<file path="config.mk">
export PLATFORM = sky130hd
export DESIGN_NAME = ras_stack
export DESIGN_NICKNAME = d
export VERILOG_FILES = /design/src/rtl/ras_stack.sv
export SDC_FILE = /design/constraint.sdc
export NUM_CORES = 2
export LEC_CHECK = 0
export ABC_AREA = 1
export ABC_CLOCK_PERIOD_IN_PS = 18270
export CAP_MARGIN = 20
export CORE_MARGIN = 1
export CORE_UTILIZATION = 55
export CTS_CLUSTER_DIAMETER = 50
export DETAILED_ROUTE_END_ITERATION = 7
export GPL_ROUTABILITY_DRIVEN = 0
export PLACE_DENSITY = 0.75
export SETUP_SLACK_MARGIN = 0.05
export SKIP_CTS_REPAIR_TIMING = 1
export SLEW_MARGIN = 20
export SYNTH_ARGS = -nofsm -noshare
export SYNTH_HDL_FRONTEND = slang
export SYNTH_SLANG_ARGS = --single-unit
</file>
<file path="constraint.sdc">
create_clock -name CLK -period 18.27 [get_ports CLK]
set_clock_uncertainty 0.2 [all_clocks]
set_input_delay 1.827 -clock CLK [delete_from_list [all_inputs] [get_ports CLK]]
set_output_delay 1.827 -clock CLK [all_outputs]
set_load 0.01 [all_outputs]
</file>
<file path="src/rtl/ras_stack.sv">
// Return address stack for the fetch predictor: circular array with a
// next-free stack pointer and saturating entry count, restorable on mispredict.
module ras_stack #(
  parameter int RAS_ENTRIES     = 16,
  parameter int LOG_RAS_ENTRIES = 4,
  parameter int PC_WIDTH        = 38
) (
  input  logic                       CLK,
  input  logic                       RST,
  input  logic                       req_valid,
  input  logic                       req_push,
  input  logic                       req_pop,
  input  logic [PC_WIDTH-1:0]        req_push_pc38,
  output logic [PC_WIDTH-1:0]        ret_pc38,
  output logic [LOG_RAS_ENTRIES-1:0] ras_index,
  output logic [LOG_RAS_ENTRIES:0]   ras_count,
  input  logic                       restore_valid,
  input  logic [LOG_RAS_ENTRIES-1:0] restore_index,
  input  logic [LOG_RAS_ENTRIES:0]   restore_count
);

  localparam logic [LOG_RAS_ENTRIES-1:0] SP_ONE   = LOG_RAS_ENTRIES'(1);
  localparam logic [LOG_RAS_ENTRIES:0]   CNT_ONE  = (LOG_RAS_ENTRIES+1)'(1);
  localparam logic [LOG_RAS_ENTRIES:0]   CNT_ZERO = '0;
  localparam logic [LOG_RAS_ENTRIES:0]   CNT_FULL = (LOG_RAS_ENTRIES+1)'(RAS_ENTRIES);

  logic [PC_WIDTH-1:0]        stack_q [RAS_ENTRIES];
  logic [LOG_RAS_ENTRIES-1:0] sp_q;
  logic [LOG_RAS_ENTRIES-1:0] sp_top;
  logic [LOG_RAS_ENTRIES:0]   cnt_q;

  // sp points at the next free slot, so the top lives one below it (wrapping).
  assign sp_top    = sp_q - SP_ONE;
  assign ret_pc38  = stack_q[sp_top];
  assign ras_index = sp_q;
  assign ras_count = cnt_q;

  always_ff @(posedge CLK or posedge RST) begin
    if (RST) begin
      sp_q  <= '0;
      cnt_q <= '0;
      for (int i = 0; i < RAS_ENTRIES; i++) begin
        stack_q[i] <= '0;
      end
    end else if (restore_valid) begin
      sp_q  <= restore_index;
      cnt_q <= restore_count;
    end else if (req_valid) begin
      if (req_push && req_pop) begin
        // RET_L replaces the top in place, even on an empty stack.
        stack_q[sp_top] <= req_push_pc38;
      end else if (req_push) begin
        stack_q[sp_q] <= req_push_pc38;
        sp_q          <= sp_q + SP_ONE;
        if (cnt_q != CNT_FULL) begin
          cnt_q <= cnt_q + CNT_ONE;
        end
      end else if (req_pop && (cnt_q != CNT_ZERO)) begin
        sp_q  <= sp_top;
        cnt_q <= cnt_q - CNT_ONE;
      end
    end
  end

endmodule

</file>
# Word level (Yosys, flattened, before mapping)
# Cells that the tools add are included.
# word_totals
latchBits,0
in_bits,53
rom_bits,0
regBits,617
output_inout_bits,47
mem_bits_rw,0
n_memories,0
elab_cells,65
# op_classes
mul,0
addsub,4
n_eq_ne,3
div,0
reduce_logical,11
bitwise,3
n_shift,0
mux,22
n_lt_le_gt_ge,4
# op_table
cell,n
bitwise mux 608 bit,2
two-way mux 608 bit,2
demux 38 bit (select 4 bit),2
binary-select mux 38 bit (select 4 bit),1
two-way mux 38 bit,4
two-way mux 5 bit,6
two-way mux 4 bit,5
greater-or-equal comparator 5 bit (second input constant),2
less-than comparator 5 x 1 -> 1 bit (second input constant),2
NOT 4 -> 5 bit,2
AND reduction 3 bit,2
adder 5 x 1 -> 5 bit (second input constant),1
!= test 5 bit (second input constant),1
nonzero test 5 bit,1
subtractor 5 x 1 -> 5 bit (second input constant),1
adder 4 x 1 -> 4 bit (second input constant),1
logical AND 1 bit,4
AND reduction 4 bit,1
nonzero test 2 bit,2
subtractor 4 x 1 -> 4 bit (second input constant),1
!= test 3 x 1 -> 1 bit (second input constant),1
nonzero test 3 bit,1
!= test 2 bit (second input constant),1
NOT 1 bit,1

# Depth between registers and ports, before layout
# logic_depth
word_depth,8
depth_mapped,16
mapped_depth_nobuf,10

# Worst setup path before layout
# No wires, ideal clock.
# synth_path
path_type,register to output
from,reg sp_q[0] (netlist: ras_index[0])
to,out ret_pc38[30]
required_ps,16243
path_stages_with_launch,17
arrival_time_ps,2613
path_slack_ps,13630
cell_sequence,dfrtp_1 inv_2 buf_2 clkbuf_1 clkbuf_1 ha_1 clkbuf_1 inv_1 buf_2 clkbuf_1 nor2_1 o21ai_0 nand2_1 nand2_1 nand2_1 nand2_1 nand2_1
# synth_between
elab_chain_len,5
# synth_rtl
item,line,source
start: declaration,28,logic [LOG_RAS_ENTRIES-1:0] sp_q;
start signal: assignment,46,sp_q <= restore_index;
start signal: assignment,54,sp_q <= sp_q + SP_ONE;
start signal: assignment,59,sp_q <= sp_top;
subtractor 4 x 1 -> 4 bit,33,assign sp_top = sp_q - SP_ONE;
NOT 4 -> 5 bit (not written as such),34,assign ret_pc38 = stack_q[sp_top];
binary-select mux 38 bit (select 4 bit),34,
two-way mux 38 bit (not written as such) (2 in a row),34,
end: declaration,14,"output logic [PC_WIDTH-1:0] ret_pc38,"
# No other way between the ends. The select of a mux whose other input is x is not followed.

# Worst setup path after layout
# layout_path
from,reg sp_q[0] (netlist: ras_index[0])
to,out ret_pc38[4]
# Same word-level chain as after synthesis.

==> flow_summary.json <==
{
  "clkSinkCount": 617,
  "max-vdd-ir-drop_v": 0.0000792,
  "clk_latency_ns": 0.61,
  "dp_cells": 5006,
  "cts-root-buf": "clkbuf_16",
  "critPathMostFrequentCell": "nor2_1",
  "grt_pass1_vias": 29300,
  "syn_nets": 4535,
  "overflow": 0,
  "fin_hold_ws_ns": 0.263,
  "cp.arrival_ns": 5.27,
  "min_period_ns": 7.30,
  "setup_violations": 0,
  "endpoint_kind": "primary output",
  "avgViaCountPerCell": 6.05,
  "yosys-top-cells-count": "nand2_1, nor2_1, nand3_1, dfrtp_1, o21ai_0",
  "fp.dieW_um": 244,
  "slew_viol_final": 0,
  "rsz0062_at_grt": "false",
  "area_delta_synth_final_pct": 9.01,
  "placed_area_mm2": 0.0327,
  "hp-class": "flip-flop to flip-flop",
  "numPortBuffers": 99,
  "max_cap_violations": 0,
  "layout_setup_ws_ns": 10.97,
  "initial_core_util": 0.557,
  "synthMuxAreaShare": 0,
  "critPathTopFamily": "buffers and inverters",
  "postSynthCellCount": 4472,
  "cts_htree_levels": 3,
  "nets": 4377,
  "crit_buf_inv": 4,
  "die-area_mm2": 0.0595,
  "fin_area_mm2": 0.0351,
  "tightest_slew_ns": 1.31,
  "max_stage_delay_ns": 0.74,
  "cts_max_path_buffers": 3,
  "cp_slowest_cell": "buf_4",
  "cp_cell_sequence": "inv_8 -> ha_4 -> inv_6 -> buf_4 -> nor2_1 -> o21ai_0 -> a21oi_1 -> nor2_1 -> nand2_1 -> clkdlybuf4s50_1",
  "synth_top_area_frac": 0.479,
  "reg2reg_setup_slack_ns": 13.40,
  "path_class": "flip-flop to primary output",
  "numCtsBuffers": 71,
  "yosysUniqueCellTypes": 29,
  "synth_top_area_cell": "dfrtp_1",
  "vias": 31000,
  "yosys-top-cells-area": "dfrtp_1, nand2_1, nand3_1, nor2_1, o21ai_0",
  "cts_tree": "built",
  "place_ws_ns": 11.78,
  "synth-compound-area-share": 0.0650,
  "finalCritPeriodShare": 0.400,
  "wire_per_inst_um": 21.8,
  "synthAdderAreaFrac": 0.00412,
  "num_rows": 88,
  "dr.pass1.iters": 8,
  "synth_edf_count": 0,
  "drt_iter0_drc": 4653,
  "drive_gt1_frac": 0.0529,
  "synth_async_sr_flop_share": 1.00,
  "die_h_um": 244,
  "yosysMostFrequentCell": "nand2_1",
  "syn-cell-area_mm2": 0.0322,
  "worst_setup_path_start_kind": "flip-flop",
  "synth_seq_cells": 617,
  "grt_use_total": 0.376,
  "antenna_left": 0,
  "p_leak_uw": 0.0182,
  "place_hpwl_um": 61100,
  "fin_cells": 5130,
  "yosysWarningCount": 0,
  "ios": 100,
  "final_hold_viol_count": 0,
  "core_mm2": 0.0578,
  "grt_pass1_wl_um": 173000,
  "yosys.area_share.simple": 0.381,
  "seq_area_frac_synth": 0.479,
  "synth_top_family_by_area": "simple AND/OR/NAND/NOR gates",
  "drc": 0,
  "cp_max_fo": 130,
  "cp.required_ns": 16.24,
  "slew_headroom": 0.129,
  "synth_xor_area_frac": 0.00109,
  "grt_antenna_before_repair": 1,
  "powerDensity_mw_per_mm2": 139,
  "grt_max_degree": 210,
  "tns_ns": 0,
  "finalWirelength_um": 112000,
  "synthFlopType": "dfrtp_1",
  "clk_pin_slew_ns": 0.06,
  "status": "finished, final reports clean",
  "max_freq_ghz": 0.137,
  "syn_avg_cell_area_um2": 7.20
}
[power breakdown]
group / total (µW) / internal (µW) / switching [µW]
Clock: 1480 / 895 / 590
Sequential: 1970 / 1740 / 222
Combinational: 1410 / 465 / 949
[tightest hold or removal path: cells and delay by family, from the launching register on]
family	cells	cell delay, ns
DFF	1	0.33
and+or+nand+nor	2	0.10
[layer usage]
metal	routed length [µm]	global-route usage
met1	43000	0.520
met3	14900	0.0882
met4	5190	0.186
met2	48600	0.557
met5	13	0
[cell type report]
class                           instances  area (µm²)
Tap cell                              765         957
Timing Repair Buffer                  163        1530
Inverter                               37         163
Antenna cell                            1        2.50
Clock inverter                         23         312
Clock buffer                          100        2090
Multi-Input combinational cell       3424       14600
Sequential cell                       617       15400
Fill cell                            5227       22700
[flip-flops by register name (all words and copies together), names as in the netlist]
name / count
ras_count: 5
ras_index: 4
stack_q: 608
[kinds of logic (layout without fill, tap and decap cells)]
group	Yosys count	in the layout
AOI/OAI and AO/OA	402	402
xor gates and xnor gates	4	4
adders and majority gates	10	10
buffers and inverters	431	323
DFF	617	617
other	0	1
and+or+nand+nor	3008	3008
[stage by stage]
step / utilization / total power (µW)
final: 0.607 / 4860
after global routing: 0.607 / 5110
after CTS: 0.607 / 4820
after detailed placement: 0.566 / 3350
after global placement: 0.565 / 3310
after floorplan: - / 2870
[worst paths after layout]
check | start | to | cells after the start
worst max-delay path | ras_index[0] | ret_pc38[4] | 10
worst min-delay path | stack_q[278] | stack_q[278] | 2
max in group asynchronous | RST | stack_q[332] | 5
worst min register to register | stack_q[278] | stack_q[278] | 2
min in group asynchronous | RST | stack_q[343] | 2
worst max register to register | ras_index[0] | stack_q[195] | 12
[placed cells by master (no fill, tap or decap), types with 3 or more instances in the layout]
cell and n:
bufinv_16 7, buf_4 60, clkbuf_8 16, nand2_2 9, nor2_1 765, o21ai_0 313
clkbuf_1 11, ha_1 8, nand4_1 18, o211ai_1 7, buf_12 3, nand3_1 632
clkbuf_16 73, inv_2 14, inv_1 18, nand2_1 1561, xor2_1 3, clkinv_2 10
inv_6 5, a31oi_4 4, nor2_4 16, clkdlybuf4s50_1 99, a21oi_1 77, dfrtp_1 616
Note: power is estimated with default switching activity, not from simulation.
